File: src/rtl/rr_chan_mux.sv
// rtl/rr_chan_mux.sv - N-channel registered mux with fixed-select or round-robin arbitration
// One-entry output register; in_ready is a same-cycle grant so a full register can drain and refill every cycle.

module rr_chan_mux #(
  parameter int N  = 8,
  parameter int W  = 8,
  parameter int SW = $clog2(N)
) (
  input  logic           clk,
  input  logic           rst,
  input  logic [N*W-1:0] in_data,
  input  logic [N-1:0]   in_valid,
  output logic [N-1:0]   in_ready,
  input  logic           mode,
  input  logic [SW-1:0]  sel,
  output logic [W-1:0]   out_data,
  output logic [SW-1:0]  out_ch,
  output logic           out_valid,
  input  logic           out_ready
);

  logic [SW-1:0] ptr_q, ptr_d;
  logic [W-1:0]  out_data_q, out_data_d;
  logic [SW-1:0] out_ch_q, out_ch_d;
  logic          out_valid_q, out_valid_d;

  logic          ld;
  logic          gnt_vld;
  logic [SW-1:0] gnt;
  logic [W-1:0]  gnt_data;
  logic          xfer;

  // Round-robin search: rotate the request vector so bit 0 is the channel at ptr.
  logic [2*N-1:0] req_rot;
  logic [SW:0]    rr_sum;

  always_comb begin
    gnt_vld = 1'b0;
    gnt     = '0;
    req_rot = '0;
    rr_sum  = '0;
    if (!mode) begin
      if ({1'b0, sel} < (SW+1)'(N)) begin
        if (in_valid[sel]) begin
          gnt_vld = 1'b1;
          gnt     = sel;
        end
      end
    end else begin
      req_rot = {in_valid, in_valid} >> ptr_q;
      for (int k = N - 1; k >= 0; k--) begin
        if (req_rot[k]) begin
          gnt_vld = 1'b1;
          rr_sum  = {1'b0, ptr_q} + (SW+1)'(k);
        end
      end
      // Explicit wrap at N keeps non-power-of-2 channel counts correct.
      if (rr_sum >= (SW+1)'(N)) begin
        rr_sum = rr_sum - (SW+1)'(N);
      end
      gnt = rr_sum[SW-1:0];
    end
  end

  always_comb begin
    gnt_data = '0;
    for (int i = 0; i < N; i++) begin
      if (gnt == SW'(i)) begin
        gnt_data = in_data[i*W +: W];
      end
    end
  end

  assign ld   = !out_valid_q || out_ready;
  assign xfer = ld && gnt_vld && !rst;

  always_comb begin
    in_ready = '0;
    if (xfer) begin
      in_ready = N'(1) << gnt;
    end
  end

  always_comb begin
    out_data_d  = out_data_q;
    out_ch_d    = out_ch_q;
    out_valid_d = out_valid_q;
    ptr_d       = ptr_q;
    if (ld) begin
      if (gnt_vld) begin
        out_data_d  = gnt_data;
        out_ch_d    = gnt;
        out_valid_d = 1'b1;
        if (mode) begin
          ptr_d = (gnt == SW'(N - 1)) ? '0 : gnt + SW'(1);
        end
      end else begin
        out_valid_d = 1'b0;
      end
    end
  end

  always_ff @(posedge clk or posedge rst) begin
    if (rst) begin
      out_data_q  <= '0;
      out_ch_q    <= '0;
      out_valid_q <= 1'b0;
      ptr_q       <= '0;
    end else begin
      out_data_q  <= out_data_d;
      out_ch_q    <= out_ch_d;
      out_valid_q <= out_valid_d;
      ptr_q       <= ptr_d;
    end
  end

  assign out_data  = out_data_q;
  assign out_ch    = out_ch_q;
  assign out_valid = out_valid_q;

endmodule

File: config.mk
export PLATFORM = sky130hd
export DESIGN_NAME = rr_chan_mux
export DESIGN_NICKNAME = d
export VERILOG_FILES = /design/src/rtl/rr_chan_mux.sv
export SDC_FILE = /design/constraint.sdc
export NUM_CORES = 1
export LEC_CHECK = 0
export CAP_MARGIN = 10
export CORE_MARGIN = 5
export CORE_UTILIZATION = 45
export CTS_BUF_LIST = sky130_fd_sc_hd__clkbuf_16
export DETAILED_ROUTE_END_ITERATION = 12
export GPL_TIMING_DRIVEN = 0
export PLACE_DENSITY_LB_ADDON = 0.25
export SLEW_MARGIN = 20
export SYNTH_ARGS = -nofsm -noshare
export SYNTH_HDL_FRONTEND = slang
export SYNTH_SLANG_ARGS = --single-unit
File: constraint.sdc
create_clock -name clk -period 4.7 [get_ports clk]
set_input_delay 0.705 -clock clk [delete_from_list [all_inputs] [get_ports clk]]
set_output_delay 0.705 -clock clk [all_outputs]
set_load 0.01 [all_outputs]
* After elaboration in Yosys (flattened, before gate mapping)
Index checks and enable logic that the tools add are counted.
** Word-level totals
- Register bits after elaboration :: 15
- Output and inout bits :: 20
** Cells by class
- Reduce and logical (&&, ||, !) cells :: 8
- Magnitude comparators :: 2
- Multiplexer cells :: 35
- Eq/ne operators :: 7
- Add/subtract/negate cells :: 9
- Shift operators :: 2
** Operator list (count)
- $mux W8 :: 9
- $mux W4 :: 9
- $add A3 B3 Y4 const B :: 4
- $shr A16 B3 Y8 :: 1
- $eq A3 B3 Y1 const B :: 4
- $mux W1 :: 12
- $mux W3 :: 4
- $add A3 B2 Y4 const B :: 2
- $shl A1 B3 Y8 const A :: 1
- $eq A3 B2 Y1 const B :: 2
- $add A3 B1 Y4 const B :: 1
- $ge A4 B4 Y1 const B :: 1
- $lt A3 B4 Y1 const B :: 1
- $add A3 B1 Y3 const B :: 1
- $bmux W1 S3 :: 1
- $eq A3 B1 Y1 const B :: 1
- $logic_not A3 Y1 :: 1
- $reduce_and A3 Y1 :: 1
- $sub A3 B1 Y3 const B :: 1
- $logic_and A1 B1 Y1 :: 2
- $logic_not A1 Y1 :: 2
- $reduce_and A2 Y1 :: 1
- $logic_or A1 B1 Y1 :: 1

* Longest topological paths before layout
Gate-level depths: netlist of the first run.
- Word-level depth :: 22
- Mapped depth :: 21
- Depth with buffers taken out :: 18

* Worst setup path after synthesis of the first run
OpenSTA, ideal clock, no wires.
- Kind :: input to output
- From :: in in_valid[5]
- To :: out in_ready[3]
- Arrival :: 3.516 ns
- Setup slack :: 0.479 ns
- Stages on the path :: 14
- Path through :: clkbuf_1 -> mux2_4 -> mux4_2 -> o21ai_1 -> a21boi_0 -> o21ai_1 -> mux2i_1 -> a22oi_2 -> inv_1 -> ha_1 -> ha_1 -> clkbuf_1 -> clkbuf_1 -> and2_1
** On the way
- Cells in the longest elaborated chain, start to end :: 15
- Elaborated cells on any way between the ends :: 31
- Those cells by class :: add/sub: 1; order compare: 1; shift: 2; mux: 25; reduce/logical: 2
** RTL lines
- start: declaration :: line 12 : input logic [N-1:0] in_valid,
- $shr A16 B3 Y8 :: line 50 : req_rot = {in_valid, in_valid} >> ptr_q;
- $mux W4 (8 in series) :: line 52 : if (req_rot[k]) begin
- $mux W4 :: line 42 : if (!mode) begin
- $ge A4 B4 Y1 / $sub A3 B1 Y3 (equally long branches) :: line 58, 59
- $mux W3 :: line 58 : if (rr_sum >= (SW+1)'(N)) begin
- $mux W3 (*) :: line 42
- via gnt[0] :: line 29 : logic [SW-1:0] gnt;
- $shl A1 B3 Y8 (*) :: line 80 : in_ready = N'(1) << gnt;
- $mux W8 (*) :: line 79 : if (xfer) begin
- end: declaration :: line 13 : output logic [N-1:0] in_ready,
Mark *: on every way through the listed nets, which the timed path passes. The rest lies on a longest branch. The select of a mux whose other input is x is not followed.

* Final worst setup path of the first run
- From :: in in_valid[6]
- To :: out in_ready[0]
** On the way
- Cells in the longest elaborated chain, start to end :: 15
- Elaborated cells on any way between the ends :: 31
- Those cells by class :: add/sub: 1; order compare: 1; shift: 2; mux: 25; reduce/logical: 2
** RTL lines (line)
- $shr A16 B3 Y8 :: 50
- $mux W4 (8 in series) :: 52
- $mux W4 :: 42
- $ge A4 B4 Y1 / $sub A3 B1 Y3 (equally long branches) :: 58, 59
- $mux W3 :: 58
- $mux W3 :: 42
- $shl A1 B3 Y8 :: 80
- $mux W8 (*) :: 79
Every way passes the cells marked *; elsewhere a longest branch is shown, timed or not. The select of a mux whose other input is x is not followed.

==> reports/metrics.cfg, run 1 <==
[setup_path]
timing.rr.start = ptr_q[1]
r2r-end = out_data[5]
cp-start-kind = primary input
max_stage_delay_ps = 540
critPathBufInv = 3
critPathMaxFanout = 10
endpoint_kind = output pin
cp.arrival_ps = 3910
cp.required_ps = 3990
slowest_stage = clkdlybuf4s50_1
worstPathCellList = dlygate4sd2_1, mux2_4, mux4_2, o311a_1, o211ai_2, nand3_2, a22oi_2, ha_2, buf_4, and3_1, clkdlybuf4s50_1
cp_top_family = buffers and inverters
ff2ff_path_depth = 17
rrSetupSlack_ps = 460
crit_type = primary input to output pin
cp.depth = 11

[yosys]
yosysSeqAreaShare = 0.147
yosys-top-cells-area = dfrtp_1 (15%), mux4_2 (7.1%), mux2i_1 (5.9%)
async_flop_share = 1.00
syn_avg_cell_area_um2 = 7.60
synth_top_area_share = 0.147
yosysTopAreaCell = dfrtp_1
syn_nets = 422
netlist_instances = 335
synth.cell_area_um2 = 2550
synth_ff_type = dfrtp_1
ys_ff_latch = 15
ys_types = 57
synth-edff-count = 0
synth_warnings = 0

[grt]
grt_usage = 0.245
grt_overflow = 0
grtUsageMet1 = 0.326
gr-usage-met3 = 0.0398
grt_pass1_vias = 2902
grtUsageMet2 = 0.411
grt_max_degree = 16
busiest_layer = met2
antenna_found_initial = 0
grt_pass1_wl_mm = 14.7

[clocking]
clk_latency_ps = 250
cts_tree = yes
path_clk_slew_ps = 50
htree_num_levels = 1
numCtsBuffers = 3
clockBufferDepth = 2
root_buffer = clkbuf_16
cts.sinks = 15

[worst_hold_path]
min-delay-start = out_ch[2]
worstHoldEndpoint = out_ch[2]
hp-class = flip-flop to flip-flop
hold_depth = 2

[floorplanning]
coreArea_um2 = 5510
die_area_um2 = 7270
die_y_um = 85.2
ioPinCount = 99
start_util = 0.463
fp.dieW_um = 85.2
fp-row-count = 27

[timing]
finalHoldWorstSlack_ps = 480
fmax_ghz = 0.217
min_period_over_period = 0.981
drv_slew = 0
hold_violations = 0
setup_ws_ps = 87.0
skew_ps = 1.08
setup_tns_ps = 0
setup_viol = 0
min_period_ps = 4610
slew_headroom = 0.612
tightestPinTransition_ps = 582

[route]
postRouteAntennaNets = 0
route.detailed.drc = 0
vias = 3230
drtIter0Drc = 264
wire_per_inst_um = 18.6
firstDrtPassIters = 5
routed_via_density = 6.31
routed_wl_mm = 9.53

[power_and_ir_drop]
vdd_drop_max_uv = 458
power.leakage_nw = 1.53
pwr_density_cell_nw_per_um2 = 603
totalPowerFinal_mw = 2.33

[layout]
area_growth_pct = 51.3
utilization = 0.700
antenna_cells = 0
nets = 528
fillCellCount = 456
layout-drive-gt1-share = 0.157

[place]
post-place-ws_ps = -1040
hpwl_mm = 7.42
portBuffers = 97
gp_congestion = 0.929

[job]
cap_violations = 0

[outcome]
status = finished, final reports clean

routing by layer:
layer / up-vias / part of all wire
li1: 1487 / -
met2: 180 / 0.48
met3: 24 / 0.083
met4: 0 / 0.021
met1: 1539 / 0.42
met5: - / 0
through the flow:
| stage | cell area [um^2] | cells |
|---|---|---|
| floorplan | 2550 | 335 |
| global placement | 3610 | 504 |
| detailed placement | 3610 | 504 |
| CTS | 3810 | 510 |
| global route | 3850 | 512 |
| finish | 3850 | 512 |
power breakdown:
group	switching, mW	total, mW	internal (mW)
combinational	1.09	1.94	0.846
sequential	0.0365	0.220	0.184
clock	0.0534	0.167	0.114
total	1.18	2.33	1.14
worst max path at each step:
stage / startpoint / to / slack (ps)
CTS: in_valid[3] / in_ready[6] / 40
detailed placement: in_valid[4] / in_ready[3] / -1040
global placement: in_valid[4] / in_ready[3] / -980
floorplan: in_valid[5] / in_ready[3] / 480
global route: in_valid[3] / in_ready[0] / -10
finish: in_valid[6] / in_ready[0] / 90
synth_stat cells (all sizes together), types with 2 or more instances:
master	instances
mux2i	15
and2	4
ha	8
inv	9
buf	10
clkbuf	16
o21a	3
mux4	8
a21oi	25
a22oi	12
nand2b	9
nor4	2
dfrtp	15
o22ai	2
o21ai	40
mux2	9
nor2	31
nor2b	3
and3	9
nor3	7
o2111ai	7
nand4	2
a31oi	8
a211oi	13
o211ai	9
nand2	32
nand3	8
cells by family (layout without fill, tap and decap cells):
logic type | Yosys count | after routing | share of synthesized area
buffers and inverters | 36 | 141 | 0.0727
AOI/OAI and AO/OA | 131 | 131 | 0.355
and+or+nand+nor | 113 | 113 | 0.212
DFF | 15 | 15 | 0.147
muxes | 32 | 32 | 0.174
adders and majority gates | 8 | 8 | 0.0393
flip-flops by register name (all words and copies together) (netlist names):
register	count
ptr_q	3
out_ch	3
out_valid	1
out_data	8
repair_timing:
action | CTS | global route
buffers inserted | 5 | 2
hold buffers | 0 | 0
endpoints found under the setup margin | 10 | 7
gates resized for setup | 41 | 10
pin swaps | 4 | 4
placed cells by master, fill, tap and decap left out, types with 10 or more instances in the layout:
master / Yosys / layout
a211oi_1: 10 / 10
a21oi_1: 25 / 25
a22oi_1: 11 / 10
clkdlybuf4s50_1: 0 / 84
dfrtp_1: 15 / 15
dlygate4sd2_1: 0 / 10
mux2i_1: 15 / 13
nand2_1: 32 / 32
nor2_1: 31 / 31
o21ai_0: 23 / 23
o21ai_1: 13 / 13
cell type report:
type,instances,area (um^2),share of cell area
buffer,23,166,0.0432
clock buffer,3,75.1,0.0195
clock inverter,1,5.00,0.00130
inverter,10,37.5,0.00974
multi-input combinational,284,2090,0.542
sequential,15,375,0.0974
tap,72,90.1,0.0234
timing repair buffer,104,1010,0.263
worst register-to-register path, cell delays in order, from the launching register on:
cell and delay, ps:
dfrtp_1 430, clkinv_1 170, buf_1 440, mux4_2 600, o21ai_1 110, a21boi_0 110
o21ai_1 200, mux2i_1 280, a22oi_2 130, ha_2 250, inv_1 230, nor2_1 200
a22oi_1 180, nor2_1 60, a21oi_1 120, nor2_1 60, a211oi_1 440, o21ai_1 110
No activity file was read; power rests on OpenSTA's default activity.
==> run 2, diff against run 1 <==
--- a/config.mk
+++ b/config.mk
@@ -5,6 +5,7 @@
 export SDC_FILE = /design/constraint.sdc
 export NUM_CORES = 1
 export LEC_CHECK = 0
+export ABC_AREA = 0
 export CAP_MARGIN = 10
 export CORE_MARGIN = 5
 export CORE_UTILIZATION = 45
==> results of run 2 <==
Final layout, timing and power as in run 1 (identical DEF).
